[src/rtl/message_schedule_pkg.sv]
// ---------------------------------------------------------------------------
// sha256_pkg
// Shared definitions for the SHA-256 message schedule block.
//   - schedState_t : FSM state encoding (IDLE, RUN, DONE)
//   - WORD_W, SCHED_LEN, WINDOW_LEN, BLOCK_W, T_W : fixed datapath geometry
//   - S0_* / S1_* : rotate and shift amounts of the small sigma functions
//   - rotr()      : 32-bit circular right rotate helper
// ---------------------------------------------------------------------------
package sha256_pkg;

  localparam int unsigned WORD_W     = 32;
  localparam int unsigned SCHED_LEN  = 64;
  localparam int unsigned WINDOW_LEN = 16;
  localparam int unsigned BLOCK_W    = WORD_W * WINDOW_LEN;
  localparam int unsigned T_W        = $clog2(SCHED_LEN);

  localparam int unsigned S0_ROT_A = 7;
  localparam int unsigned S0_ROT_B = 18;
  localparam int unsigned S0_SHR   = 3;
  localparam int unsigned S1_ROT_A = 17;
  localparam int unsigned S1_ROT_B = 19;
  localparam int unsigned S1_SHR   = 10;

  localparam logic [T_W-1:0] LAST_T = T_W'(SCHED_LEN - 1);

  typedef enum logic [1:0] {
    IDLE = 2'd0,
    RUN  = 2'd1,
    DONE = 2'd2
  } schedState_t;

  // Circular right rotate; amount must lie in 1..WORD_W-1.
  function automatic logic [WORD_W-1:0] rotr(input logic [WORD_W-1:0] x,
                                              input int unsigned amount);
    return (x >> amount) | (x << (WORD_W - amount));
  endfunction

endpackage

[src/rtl/message_schedule_if.sv]
// ---------------------------------------------------------------------------
// message_schedule_if
// Bundles the block-load request and the word stream of message_schedule.
//   start   : request to load blockIn (producer -> schedule)
//   blockIn : 512-bit message block, W[0] in the top word
//   wOut    : current schedule word W[t]
//   tOut    : index t of wOut
//   wValid  : wOut/tOut valid
//   wReady  : consumer accepts wOut this cycle
//   busy    : schedule is streaming words
//   done    : one-cycle pulse after the last word is accepted
// Modports: master = environment driving start/blockIn/wReady,
//           slave  = the schedule block itself.
// ---------------------------------------------------------------------------
interface message_schedule_if;
  import sha256_pkg::*;

  logic                start;
  logic [BLOCK_W-1:0]  blockIn;
  logic [WORD_W-1:0]   wOut;
  logic [T_W-1:0]      tOut;
  logic                wValid;
  logic                wReady;
  logic                busy;
  logic                done;

  modport master (
    output start, blockIn, wReady,
    input  wOut, tOut, wValid, busy, done
  );

  modport slave (
    input  start, blockIn, wReady,
    output wOut, tOut, wValid, busy, done
  );

endinterface

[src/rtl/message_schedule_sigma.sv]
// ---------------------------------------------------------------------------
// sha256_small_sigma
// Purely combinational SHA-256 small sigma functions of one word.
//   x  : input word
//   s0 : ROTR7(x) ^ ROTR18(x) ^ SHR3(x)
//   s1 : ROTR17(x) ^ ROTR19(x) ^ SHR10(x)
// ---------------------------------------------------------------------------
module sha256_small_sigma
  import sha256_pkg::*;
(
  input  logic [WORD_W-1:0] x,
  output logic [WORD_W-1:0] s0,
  output logic [WORD_W-1:0] s1
);

  assign s0 = rotr(x, S0_ROT_A) ^ rotr(x, S0_ROT_B) ^ (x >> S0_SHR);
  assign s1 = rotr(x, S1_ROT_A) ^ rotr(x, S1_ROT_B) ^ (x >> S1_SHR);

endmodule

[src/rtl/message_schedule.sv]
// ---------------------------------------------------------------------------
// message_schedule
// Expands a 512-bit block into the 64-word SHA-256 message schedule and
// streams it out one word per accepted transfer.
//   clock  : rising-edge clock
//   resetn : asynchronous active-low reset
//   bus    : message_schedule_if.slave (start/blockIn in, word stream out)
// A 16-word sliding window holds W[t..t+15]; window[0] is the word on offer.
// ---------------------------------------------------------------------------
module message_schedule
  import sha256_pkg::*;
(
  input  logic              clock,
  input  logic              resetn,
  message_schedule_if.slave bus
);

  schedState_t        state;
  schedState_t        stateNext;
  logic [WORD_W-1:0]  window [WINDOW_LEN];
  logic [T_W-1:0]     t;
  logic [WORD_W-1:0]  sigma0Lo;
  logic [WORD_W-1:0]  sigma1Hi;
  logic [WORD_W-1:0]  unusedS1Lo;
  logic [WORD_W-1:0]  unusedS0Hi;
  logic [WORD_W-1:0]  newWord;
  logic               loadBlock;
  logic               transfer;
  logic               shiftWindow;

  // window[1] is W[t+1] and window[14] is W[t+14]; only one sigma of each
  // instance is needed for the recurrence.
  sha256_small_sigma sigmaLo (
    .x  (window[1]),
    .s0 (sigma0Lo),
    .s1 (unusedS1Lo)
  );

  sha256_small_sigma sigmaHi (
    .x  (window[14]),
    .s0 (unusedS0Hi),
    .s1 (sigma1Hi)
  );

  // W[t+16] = s1(W[t+14]) + W[t+9] + s0(W[t+1]) + W[t], carries discarded.
  assign newWord = sigma1Hi + window[9] + sigma0Lo + window[0];

  assign loadBlock   = (state == IDLE) && bus.start;
  assign transfer    = (state == RUN) && bus.wReady;
  // The final transfer leaves the window and t untouched so W[63] stays on wOut.
  assign shiftWindow = transfer && (t != LAST_T);

  // State register.
  always_ff @(posedge clock or negedge resetn) begin
    if (!resetn) begin
      state <= IDLE;
    end else begin
      state <= stateNext;
    end
  end

  // Next-state logic: start only matters in IDLE, DONE always lasts one cycle.
  always_comb begin
    stateNext = state;
    unique case (state)
      IDLE:    if (bus.start) stateNext = RUN;
      RUN:     if (transfer && (t == LAST_T)) stateNext = DONE;
      DONE:    stateNext = IDLE;
      default: stateNext = IDLE;
    endcase
  end

  // Status outputs decoded from the state.
  always_comb begin
    bus.wValid = 1'b0;
    bus.busy   = 1'b0;
    bus.done   = 1'b0;
    unique case (state)
      RUN: begin
        bus.wValid = 1'b1;
        bus.busy   = 1'b1;
      end
      DONE:    bus.done = 1'b1;
      default: ;
    endcase
  end

  // Window and index: load on an accepted start, slide on each transfer.
  always_ff @(posedge clock or negedge resetn) begin
    if (!resetn) begin
      for (int i = 0; i < WINDOW_LEN; i++) window[i] <= '0;
      t <= '0;
    end else if (loadBlock) begin
      for (int i = 0; i < WINDOW_LEN; i++)
        window[i] <= bus.blockIn[(WINDOW_LEN - 1 - i) * WORD_W +: WORD_W];
      t <= '0;
    end else if (shiftWindow) begin
      for (int i = 0; i < WINDOW_LEN - 1; i++) window[i] <= window[i + 1];
      window[WINDOW_LEN - 1] <= newWord;
      t <= t + 1'b1;
    end
  end

  assign bus.wOut = window[0];
  assign bus.tOut = t;

endmodule

[src/flat_wrapper.sv]
// flat-port wrapper written by rule: the top's interface ports become plain ports
module message_schedule_flat import sha256_pkg::*;
  (clock, resetn, bus_start, bus_blockIn, bus_wReady, bus_wOut, bus_tOut, bus_wValid, bus_busy, bus_done);
  message_schedule_if bus_i ();
  input  logic clock;
  input  logic resetn;
  input wire logic [$bits(bus_i.start)-1:0] bus_start;
  input wire logic [$bits(bus_i.blockIn)-1:0] bus_blockIn;
  input wire logic [$bits(bus_i.wReady)-1:0] bus_wReady;
  output wire logic [$bits(bus_i.wOut)-1:0] bus_wOut;
  output wire logic [$bits(bus_i.tOut)-1:0] bus_tOut;
  output wire logic [$bits(bus_i.wValid)-1:0] bus_wValid;
  output wire logic [$bits(bus_i.busy)-1:0] bus_busy;
  output wire logic [$bits(bus_i.done)-1:0] bus_done;
  assign bus_i.start = bus_start;
  assign bus_i.blockIn = bus_blockIn;
  assign bus_i.wReady = bus_wReady;
  assign bus_wOut = bus_i.wOut;
  assign bus_tOut = bus_i.tOut;
  assign bus_wValid = bus_i.wValid;
  assign bus_busy = bus_i.busy;
  assign bus_done = bus_i.done;
  message_schedule u_core (.clock(clock), .resetn(resetn), .bus(bus_i));
endmodule
[config.mk]
export PLATFORM = sky130hd
export DESIGN_NAME = message_schedule_flat
export DESIGN_NICKNAME = d
export VERILOG_FILES = /design/src/rtl/message_schedule_pkg.sv /design/src/rtl/message_schedule_if.sv /design/src/rtl/message_schedule_sigma.sv /design/src/rtl/message_schedule.sv /design/src/flat_wrapper.sv
export SDC_FILE = /design/constraint.sdc
export NUM_CORES = 2
export LEC_CHECK = 0
export BUFFER_PORTS_ARGS = -buffer_cell sky130_fd_sc_hd__buf_2
export CAP_MARGIN = 20
export CELL_PAD_IN_SITES_DETAIL_PLACEMENT = 0
export CELL_PAD_IN_SITES_GLOBAL_PLACEMENT = 2
export CORE_MARGIN = 3
export CORE_UTILIZATION = 30
export CTS_CLUSTER_DIAMETER = 50
export DETAILED_ROUTE_END_ITERATION = 8
export GPL_ROUTABILITY_DRIVEN = 0
export PLACE_DENSITY_LB_ADDON = 0.1
export SYNTH_ARGS = -nofsm -noshare
export SYNTH_HDL_FRONTEND = slang
export SYNTH_HIERARCHICAL = 1
export SYNTH_SLANG_ARGS = --single-unit
[constraint.sdc]
create_clock -name clock -period 4.09 [get_ports clock]
set_clock_uncertainty 0.2 [all_clocks]
set_input_delay 0.818 -clock clock [delete_from_list [all_inputs] [get_ports clock]]
set_output_delay 0.818 -clock clock [all_outputs]
set_load 0.01 [all_outputs]
==> results.md <==
* # H-tree levels at 3
* Warnings from Yosys at 6
* Width of the die at 315 um
* Cell area after layout at about 37000 um^2
* Pre-CTS WS at -0.280 ns
* Die ar. at 99100 um^2
* Clk buf depth at 3
* Core area at 93900 um^2
* Final cell count without fillers at 5263
* Critical Path Source Type: flop
* Drc violations at 0
* DRT Wirelength at around 120000 um
* Internal reg-to-reg setup slack at -0.11 ns
* Netlist Area Pre-Place at 28600 um^2
* Total iterations of the first detailed-routing run at 5
* First-pass GRT wire length at 179000 um
* Fmax at about 240 MHz
* Gr ovfl total at 0
* Setup ws final at -0.109 ns
* Vias in the first global route at 26604
* Max Fanout on Critical Path at 3
* Io pins at 557
* Share of post-route cells with drive strength above 1 at approximately 24%
* Final-report hold violation count at 0
* Worst skew pair latency at between 0.6 and 0.7 ns
* Starting Density at a little under a third
* # nets final at 4548
* MaxCap Viol Count at 0
* Reg clk slew, reported paths at 0.05 ns
* Row count at 112
* Post-route clock period utilization at 103%
* CTS root buf: clkbuf_16
* Vias at between 20000 and 30000
* Placed cells at slightly above 5000
* Crit path arrival time at 4.53 ns
* Post-synthesis cell count at between 3000 and 4000
* WL/cell at between 20 and 25 um
* Setup violators final at 6
* Reg area at 13000 um^2
* Layout area overhead at 27.6%
* Post-Syn Nets at 4031
* Initial antenna violation count at 23
* Clock Sinks at 520
* Max-slew headroom at 37.6%
* Die height at 315 um
* DRT iter0 DRCs at 2105
* RSZ-0062 raised after global routing: true
* Crit path time final at 4.20 ns
* Outcome: complete, but fails checks
* Hold_buf cts at 0
* Vias/cell at 4.93
* Final number of max-transition violations at 0
* Post-DRT Antenna Nets at 0
* Largest net degree at the start of global routing at 152
* Worst EP required at about 4.4 ns
* Failing checks: setup timing
* Filler instances at 9825
* Syn avg cell area at 8.36 um^2
* WS Path Type: flop to flop
* Multi-input logic area at 13800 um^2
* CTS tree: done
* Dpl cell area at 33000 um^2
* Worst Tran Pin Value at about 0.94 ns
* CP Capture Type: flop
* Number of buffers created by CTS at 84
* HP Class: primary input to asynchronous set/reset pin
* I/O Buffers at 556
* Post-DP HPWL at 95800 um
* Global Route Usage Sum at 24.4%
-- critical path, cell delays in order (launching register included) --
cell and delay (ns):
dfrtp_1 0.38, xor3_1 0.39, inv_1 0.06, fa_1 0.49, inv_1 0.06, fa_1 0.45, ha_2 0.22, fa_2 0.35
a21oi_2 0.16, nand4b_1 0.24, a211oi_4 0.12, o211ai_2 0.19, a21oi_2 0.10, nor3_2 0.21, mux2_4 0.32, a221oi_2 0.16
-- flip-flops by register name (all words and copies together), names as in the netlist --
register,flops
u_core/bus.tOut,6
u_core/state,2
u_core/window,480
u_core/bus.wOut,32
-- per-layer routing --
layer / vias to the layer above / track usage (%) / share of wire [%]
li1: 12282 / - / -
met1: 12613 / 33.2 / 45
met2: 864 / 40.3 / 48
met3: 171 / 3.85 / 5.3
met4: 12 / 6.18 / 2.6
met5: - / 0 / 0.062
-- metrics by stage --
stage / hold slack (ns) / setup TNS (ns) / util [%]
after floorplan: 0.250 / -0.000219 / -
after global placement: 0.268 / -1.73 / 35.1
after detailed placement: 0.291 / -2.32 / 35.1
after CTS: 0.0268 / -0.464 / 38.6
after global routing: 0.0416 / -2.75 / 38.9
final: 0.00690 / -0.343 / 38.9
-- timing repair --
item                       4_1_cts  5_1_grt
pin swaps                       29       32
setup buffers                   11       11
setup endpoints to repair       22       24
resized for setup               37       54
-- cells in the final DEF (no fill, tap or decap), types with 5 or more instances in the layout --
master / n
a21oi_1: 50
o21ai_0: 34
clkbuf_8: 13
xnor2_1: 11
clkbuf_1: 11
nor2b_1: 6
nand3_1: 9
clkinvlp_4: 10
clkinv_2: 9
buf_12: 22
buf_4: 162
nand2_1: 1000
a21o_1: 7
clkbuf_16: 86
nand4_1: 5
diode_2: 7
xor3_1: 51
fa_1: 59
a22oi_1: 7
dfrtp_1: 514
and2_1: 8
xnor2_2: 6
bufinv_16: 11
clkinv_4: 5
dfrtp_2: 6
buf_2: 555
a31oi_1: 475
xor2_1: 24
nor2_1: 514
ha_1: 21
o21ai_1: 10
a211oi_1: 5
ha_4: 10
a21oi_2: 13
inv_1: 176
-- final cells by class --
type                    instances  area share [%]
inverters                     179            1.84
flip-flops and latches        520            35.6
diodes                          7          0.0480
repair buffers                742            12.2
well taps                    1254            4.30
multi-input cells            2411            37.9
clock inverters                40            1.53
clock buffers                 110            6.49
-- path summary, 6_finish.rpt --
check,startpoint,cells past startpoint,to
worst max-delay path,u_core/window[467],15,u_core/window[29]
worst min-delay path,resetn,1,u_core/window[409]
worst max register to register,u_core/window[467],15,u_core/window[29]
worst min register to register,u_core/window[3],2,u_core/window[3]
max in group asynchronous,resetn,2,u_core/window[258]
min in group clock,bus_blockIn[207],3,u_core/window[207]
Power is not shown: default switching activity piles up to over one toggle a cycle in this logic, so the estimate is an artifact.
